==> config.mk <==
export PLATFORM = sky130hd
export DESIGN_NAME = parking_occupancy_counter
export DESIGN_NICKNAME = d
export VERILOG_FILES = /design/src/rtl/parking_pkg.sv /design/src/rtl/sensor_filter.sv /design/src/rtl/parking_occupancy_counter.sv
export SDC_FILE = /design/constraint.sdc
export NUM_CORES = 1
export LEC_CHECK = 0
export CORE_MARGIN = 1
export CORE_UTILIZATION = 35
export CTS_CLUSTER_SIZE = 16
export DETAILED_ROUTE_END_ITERATION = 6
export PLACE_DENSITY = 0.56
export SLEW_MARGIN = 10
export SYNTH_ARGS = -nofsm -noshare
export SYNTH_HDL_FRONTEND = slang
export SYNTH_HIERARCHICAL = 1
export SYNTH_SLANG_ARGS = --single-unit
==> constraint.sdc <==
create_clock -name clk -period 6.5 [get_ports clk]
set_clock_uncertainty 0.2 [all_clocks]
set_input_delay 1.3 -clock clk [delete_from_list [all_inputs] [get_ports clk]]
set_output_delay 1.3 -clock clk [all_outputs]
set_load 0.005 [all_outputs]
==> src/rtl/parking_pkg.sv <==
// parking_pkg: shared widths and helpers for the parking occupancy counter
package parking_pkg;
  localparam int MAX_LANES = 8;
  localparam int FILT_W = 4;

  function automatic int clog2(input int v);
    int n;
    n = 0;
    while ((1 << n) < v) n++;
    return n;
  endfunction

  localparam int PC_W = clog2(MAX_LANES + 1);

  function automatic logic [PC_W-1:0] popcount(input logic [MAX_LANES-1:0] v);
    logic [PC_W-1:0] c;
    c = '0;
    for (int i = 0; i < MAX_LANES; i++) c = c + PC_W'(v[i]);
    return c;
  endfunction
endpackage

==> src/rtl/sensor_filter.sv <==
// sensor_filter: debounces one sensor and emits a one-cycle pulse per armed rising level
module sensor_filter
  import parking_pkg::*;
#(
  parameter int DEBOUNCE = 2
) (
  input  logic clk,
  input  logic rst,
  input  logic din,
  output logic evt
);
  localparam logic [FILT_W-1:0] DB = FILT_W'(DEBOUNCE);
  logic [FILT_W-1:0] cnt_q, cnt_d;
  logic armed_q, armed_d, lvl_q, lvl_d, evt_q, evt_d;
  // Counter saturates at DEBOUNCE; a lane arms only after a low sample so a level held through reset never counts
  always_comb begin
    cnt_d = din ? ((cnt_q >= DB) ? cnt_q : cnt_q + FILT_W'(1)) : '0;
    lvl_d = din && (cnt_d >= DB);
    armed_d = armed_q || !din;
    evt_d = lvl_d && !lvl_q && armed_q;
  end
  // Filter state registers
  always_ff @(posedge clk) begin
    if (rst) begin
      cnt_q <= '0;
      armed_q <= 1'b0;
      lvl_q <= 1'b0;
      evt_q <= 1'b0;
    end else begin
      cnt_q <= cnt_d;
      armed_q <= armed_d;
      lvl_q <= lvl_d;
      evt_q <= evt_d;
    end
  end
  assign evt = evt_q;
endmodule

==> src/rtl/parking_occupancy_counter.sv <==
// parking_occupancy_counter: multi-lane saturating occupancy counter with reject pulses
module parking_occupancy_counter
  import parking_pkg::*;
#(
  parameter int CAPACITY = 7,
  parameter int NUM_LANES = 1,
  parameter int DEBOUNCE = 2,
  parameter int CNT_W = clog2(CAPACITY + 1)
) (
  input  logic                 clk,
  input  logic                 rst,
  input  logic [NUM_LANES-1:0] s,
  input  logic [NUM_LANES-1:0] r,
  output logic [CNT_W-1:0]     leds,
  output logic [CNT_W-1:0]     free,
  output logic                 full,
  output logic                 empty,
  output logic [NUM_LANES-1:0] entry_reject,
  output logic [NUM_LANES-1:0] exit_reject
);
  localparam int AW = (CNT_W + 1 > PC_W) ? CNT_W + 1 : PC_W;
  localparam logic [AW-1:0] CAP = AW'(CAPACITY);
  logic [NUM_LANES-1:0] en_evt, ex_evt, en_rej_d, ex_rej_d, en_rej_q, ex_rej_q;
  logic [CNT_W-1:0] leds_q, leds_d, free_q, free_d;
  logic full_q, full_d, empty_q, empty_d;
  logic [AW-1:0] cur, x, xa, e, ea, room, ex_k, en_k, nxt;

  for (genvar i = 0; i < NUM_LANES; i++) begin : g_lane
    sensor_filter #(.DEBOUNCE(DEBOUNCE)) u_s (.clk(clk), .rst(rst), .din(s[i]), .evt(en_evt[i]));
    sensor_filter #(.DEBOUNCE(DEBOUNCE)) u_r (.clk(clk), .rst(rst), .din(r[i]), .evt(ex_evt[i]));
  end

  // Exits resolve first against current occupancy, then entries against the space left; lowest lanes win
  always_comb begin
    cur = AW'(leds_q);
    x = AW'(popcount(MAX_LANES'(ex_evt)));
    e = AW'(popcount(MAX_LANES'(en_evt)));
    xa = (x > cur) ? cur : x;
    room = CAP - (cur - xa);
    ea = (e > room) ? room : e;
    nxt = cur - xa + ea;
    ex_k = '0;
    en_k = '0;
    ex_rej_d = '0;
    en_rej_d = '0;
    for (int i = 0; i < NUM_LANES; i++) begin
      ex_rej_d[i] = ex_evt[i] && (ex_k >= xa);
      ex_k = ex_k + AW'(ex_evt[i]);
      en_rej_d[i] = en_evt[i] && (en_k >= ea);
      en_k = en_k + AW'(en_evt[i]);
    end
    leds_d = CNT_W'(nxt);
    free_d = CNT_W'(CAP - nxt);
    full_d = nxt == CAP;
    empty_d = nxt == '0;
  end

  // Count, flags and reject pulses update together so they always agree
  always_ff @(posedge clk) begin
    if (rst) begin
      leds_q <= '0;
      free_q <= CNT_W'(CAPACITY);
      full_q <= 1'b0;
      empty_q <= 1'b1;
      en_rej_q <= '0;
      ex_rej_q <= '0;
    end else begin
      leds_q <= leds_d;
      free_q <= free_d;
      full_q <= full_d;
      empty_q <= empty_d;
      en_rej_q <= en_rej_d;
      ex_rej_q <= ex_rej_d;
    end
  end

  assign leds = leds_q;
  assign free = free_q;
  assign full = full_q;
  assign empty = empty_q;
  assign entry_reject = en_rej_q;
  assign exit_reject = ex_rej_q;
endmodule

==> flow_metrics.env <==
export IMPL_min_path_type="flip-flop to flip-flop"
export IMPL_achievable_clock_frequency_mhz=274
export IMPL_post_route_drc_count=0
export IMPL_ys_ff_latch=24
export IMPL_finish_utilization=0.447
export IMPL_synthToLayoutAreaGrowth_pct=19.3
export IMPL_layout_drive_gt1_share=0.0714
export IMPL_num_nets_final=142
export IMPL_place_inst=153
export IMPL_vias_in_the_first_global_route=714
export IMPL_layout_cells_non_filler=157
export IMPL_pin_count=14
export IMPL_period_share=0.561
export IMPL_final_setup_viols=0
export IMPL_synth_yosys_seq_area_share=0.461
export IMPL_setup_worst_path_start="leds[0]"
export IMPL_power_share_sequential=0.576
export IMPL_pwr_share_clk=0.277
export IMPL_r2r_slack_ns=2.85
export IMPL_irDropWorstVdd_mv=0.112
export IMPL_place_congestion=0.722
export IMPL_maximum_number_of_pins_on_one_net_before_global_route_repair=14
export IMPL_cts_buffers_inserted=3
export IMPL_synth_largest_type_area_fraction=0.461
export IMPL_detail_route_antenna_nets=0
export IMPL_rr_startpoint="leds[0]"
export IMPL_floorplan_die_height_um=56.6
export IMPL_routed_wl_um=1620
export IMPL_vias=743
export IMPL_worst_setup_path_type="flip-flop to flip-flop"
export IMPL_status="finished clean"
export IMPL_timing_reg2reg_worst_path_depth=15
export IMPL_relSlewSlack=0.730
export IMPL_initial_utilization=0.375
export IMPL_post_cts_resized_instances=0
export IMPL_hold_buffers=0
export IMPL_final_min_clock_period_ns=3.65
export IMPL_rsz0062_at_grt="no"
export IMPL_design_die_area_sq_mm=0.00320
export IMPL_globalRouteOverflowTotal=0
export IMPL_syn_num_nets=125
export IMPL_p_sw_frac=0.239
export IMPL_timing_critical_path_from_type="flip-flop"
export IMPL_regToRegEndpoint="full"
export IMPL_port_buffers=13
export IMPL_reg_clk_slew_reported_paths_ns=0.13
export IMPL_maximum_capacitance_violations=0
export IMPL_yosys_warnings=6
export IMPL_crit_path_max_fanout=5
export IMPL_critical_path_arrival_ns=3.69
export IMPL_fp_dieW_um=56.6
export IMPL_design_core_area_sq_mm=0.00278
export IMPL_detailed_place_hpwl_um=1250
export IMPL_clock_path_buffers=2
export IMPL_mostFrequentLayoutCell="dfxtp_1"
export IMPL_postSynthCellCount=110
export IMPL_slew_violations=0
export IMPL_syn_cell_area_sq_mm=0.00104
export IMPL_global_route_wire_length_before_repair_um=2980
export IMPL_tritoncts_clock_tree="yes"
export IMPL_synth_area_top_cells="dfxtp_1 (46%), ha_1 (13%), inv_1 (5.4%)"
export IMPL_highest_signal_layer="met4"
export IMPL_yosysUniqueCellTypes=25
export IMPL_post_cts_setup_buffer_count=0
export IMPL_finalSetupTns_ns=0
export IMPL_dr_wl_met3_um=41
export IMPL_clkLatencyLatePin_ns=0.30
export IMPL_power_static_leakage_nw=0.521
export IMPL_grt_antenna_before_repair=0
export IMPL_internal_power_w=0.000210
export IMPL_detailedRoute_firstIterationViolations=13
export IMPL_floorplan_rows=19
export IMPL_met2_wirelength_um=763
export IMPL_timing_critical_path_to="full"
export IMPL_clock_sink_count=24
export IMPL_post_drt_via_cell_ratio=4.73
export IMPL_htreeDepth=1
export IMPL_mostFrequentLayoutCells="dfxtp_1 (24), inv_1 (15), nor2_1 (15)"
export IMPL_wl_met1_um=796
export IMPL_firstDrtPassIters=4
export IMPL_power_density_mw_per_mm2=222
export IMPL_tightest_slew_ns=0.401
export IMPL_cp_data_required_time_ns=6.55
export IMPL_switchingPower_w=0.0000661
export IMPL_synth_top_cell_by_area="dfxtp_1"
export IMPL_num_antenna_cells=0
export IMPL_wl_per_cell_um=10.3
export IMPL_end_kind="flip-flop"
export IMPL_timing_final_hold_violations=0
export IMPL_p_comb_frac=0.147
export IMPL_grt_use_total=0.116
export IMPL_synth_area_per_cell_sq_um=9.48
export IMPL_cts_root_buf="clkbuf_4"
[stage by stage]
step           worst slack [ns]  instance area [sq um]  hold slack (ns)  total power [W]
4_1_cts                    2.84                   1240            0.203         0.000282
5_1_grt                    2.50                   1240            0.208         0.000293
3_5_place_dp               2.87                   1210            0.183         0.000203
3_3_place_gp               3.00                   1210            0.180         0.000202
2_1_floorplan              3.14                   1040            0.173         0.000189
6_report                   2.85                   1240            0.200         0.000276
[flip-flops by register name, summed over array words and instances (netlist names)]
name and cells:
empty 1, entry_reject 1, exit_reject 1, free 3, full 1, g_lane.u_r/armed_q 1
g_lane.u_r/cnt_q 4, g_lane.u_r/evt 1, g_lane.u_r/lvl_q 1, g_lane.u_s/armed_q 1, g_lane.u_s/cnt_q 4, g_lane.u_s/evt 1
g_lane.u_s/lvl_q 1, leds 3
[cell families (layout without fill, tap and decap cells)]
group,count (synthesis),count (layout),synth area share
AND/OR/NAND/NOR,45,45,0.252
multiplexers,1,1,0.00960
buffers and inverters,16,32,0.0576
XOR/XNOR,5,5,0.0420
AO/OA/AOI/OAI,8,8,0.0456
adder cells (fa/ha/maj),11,11,0.132
flip-flops,24,24,0.461
[metal layers]
metal,GRT usage,vias to the layer above
li1,-,397
met1,0.155,336
met2,0.183,8
met3,0.0207,2
met4,0.0488,0
met5,0,-
[layout make-up]
cell class | instances | area [sq um]
Fill cell | 279 | 1540
Sequential cell | 24 | 480
Timing Repair Buffer | 13 | 130
Tap cell | 31 | 38.8
Inverter | 15 | 56.3
Clock buffer | 4 | 36.3
Multi-Input combinational cell | 70 | 502
[critical path, stage by stage (launching register included)]
cell,delay [ns]
dfxtp_1,0.36
ha_1,0.29
nor4_1,0.37
nand2_1,0.09
o21ai_0,0.10
ha_1,0.22
ha_1,0.24
and2b_2,0.25
o21ai_1,0.19
mux2i_1,0.21
ha_1,0.21
ha_1,0.17
xor2_1,0.19
xnor2_1,0.11
or2_4,0.25
nor3_2,0.15
[synth_stat cells]
| library cell | instances |
|---|---|
| a21oi_1 | 2 |
| and2b_2 | 1 |
| clkbuf_1 | 1 |
| dfxtp_1 | 24 |
| ha_1 | 11 |
| inv_1 | 15 |
| mux2i_1 | 1 |
| nand2_1 | 3 |
| nand2b_1 | 3 |
| nand3_1 | 2 |
| nor2_1 | 15 |
| nor2b_1 | 4 |
| nor3_1 | 2 |
| nor3_2 | 1 |
| nor3b_1 | 2 |
| nor4_1 | 6 |
| nor4_2 | 2 |
| nor4b_1 | 3 |
| o21a_1 | 2 |
| o21ai_0 | 1 |
| o21ai_1 | 2 |
| o21bai_1 | 1 |
| or2_4 | 1 |
| xnor2_1 | 3 |
| xor2_1 | 2 |
[power by group through the flow]
stage	sequential [W]	combinational, W	clock, W
final	0.000159	0.0000406	0.0000765
after global routing	0.000160	0.0000469	0.0000857
after CTS	0.000159	0.0000412	0.0000814
after detailed placement	0.000162	0.0000409	0
after global placement	0.000162	0.0000401	0
after floorplan	0.000162	0.0000272	0
[worst min-delay path by stage]
stage,end,cells after the start,slack [ns],start
2_1_floorplan,g_lane[0].u_r/evt,1,0.17,g_lane[0].u_r/lvl_q
3_3_place_gp,g_lane[0].u_r/evt,1,0.18,g_lane[0].u_r/lvl_q
3_5_place_dp,g_lane[0].u_r/evt,1,0.18,g_lane[0].u_r/lvl_q
4_1_cts,g_lane[0].u_r/evt,1,0.20,g_lane[0].u_r/lvl_q
5_1_grt,g_lane[0].u_r/evt,1,0.21,g_lane[0].u_r/lvl_q
6_report,g_lane[0].u_r/evt,1,0.20,g_lane[0].u_r/lvl_q
Power figures use the tool's default switching activity.
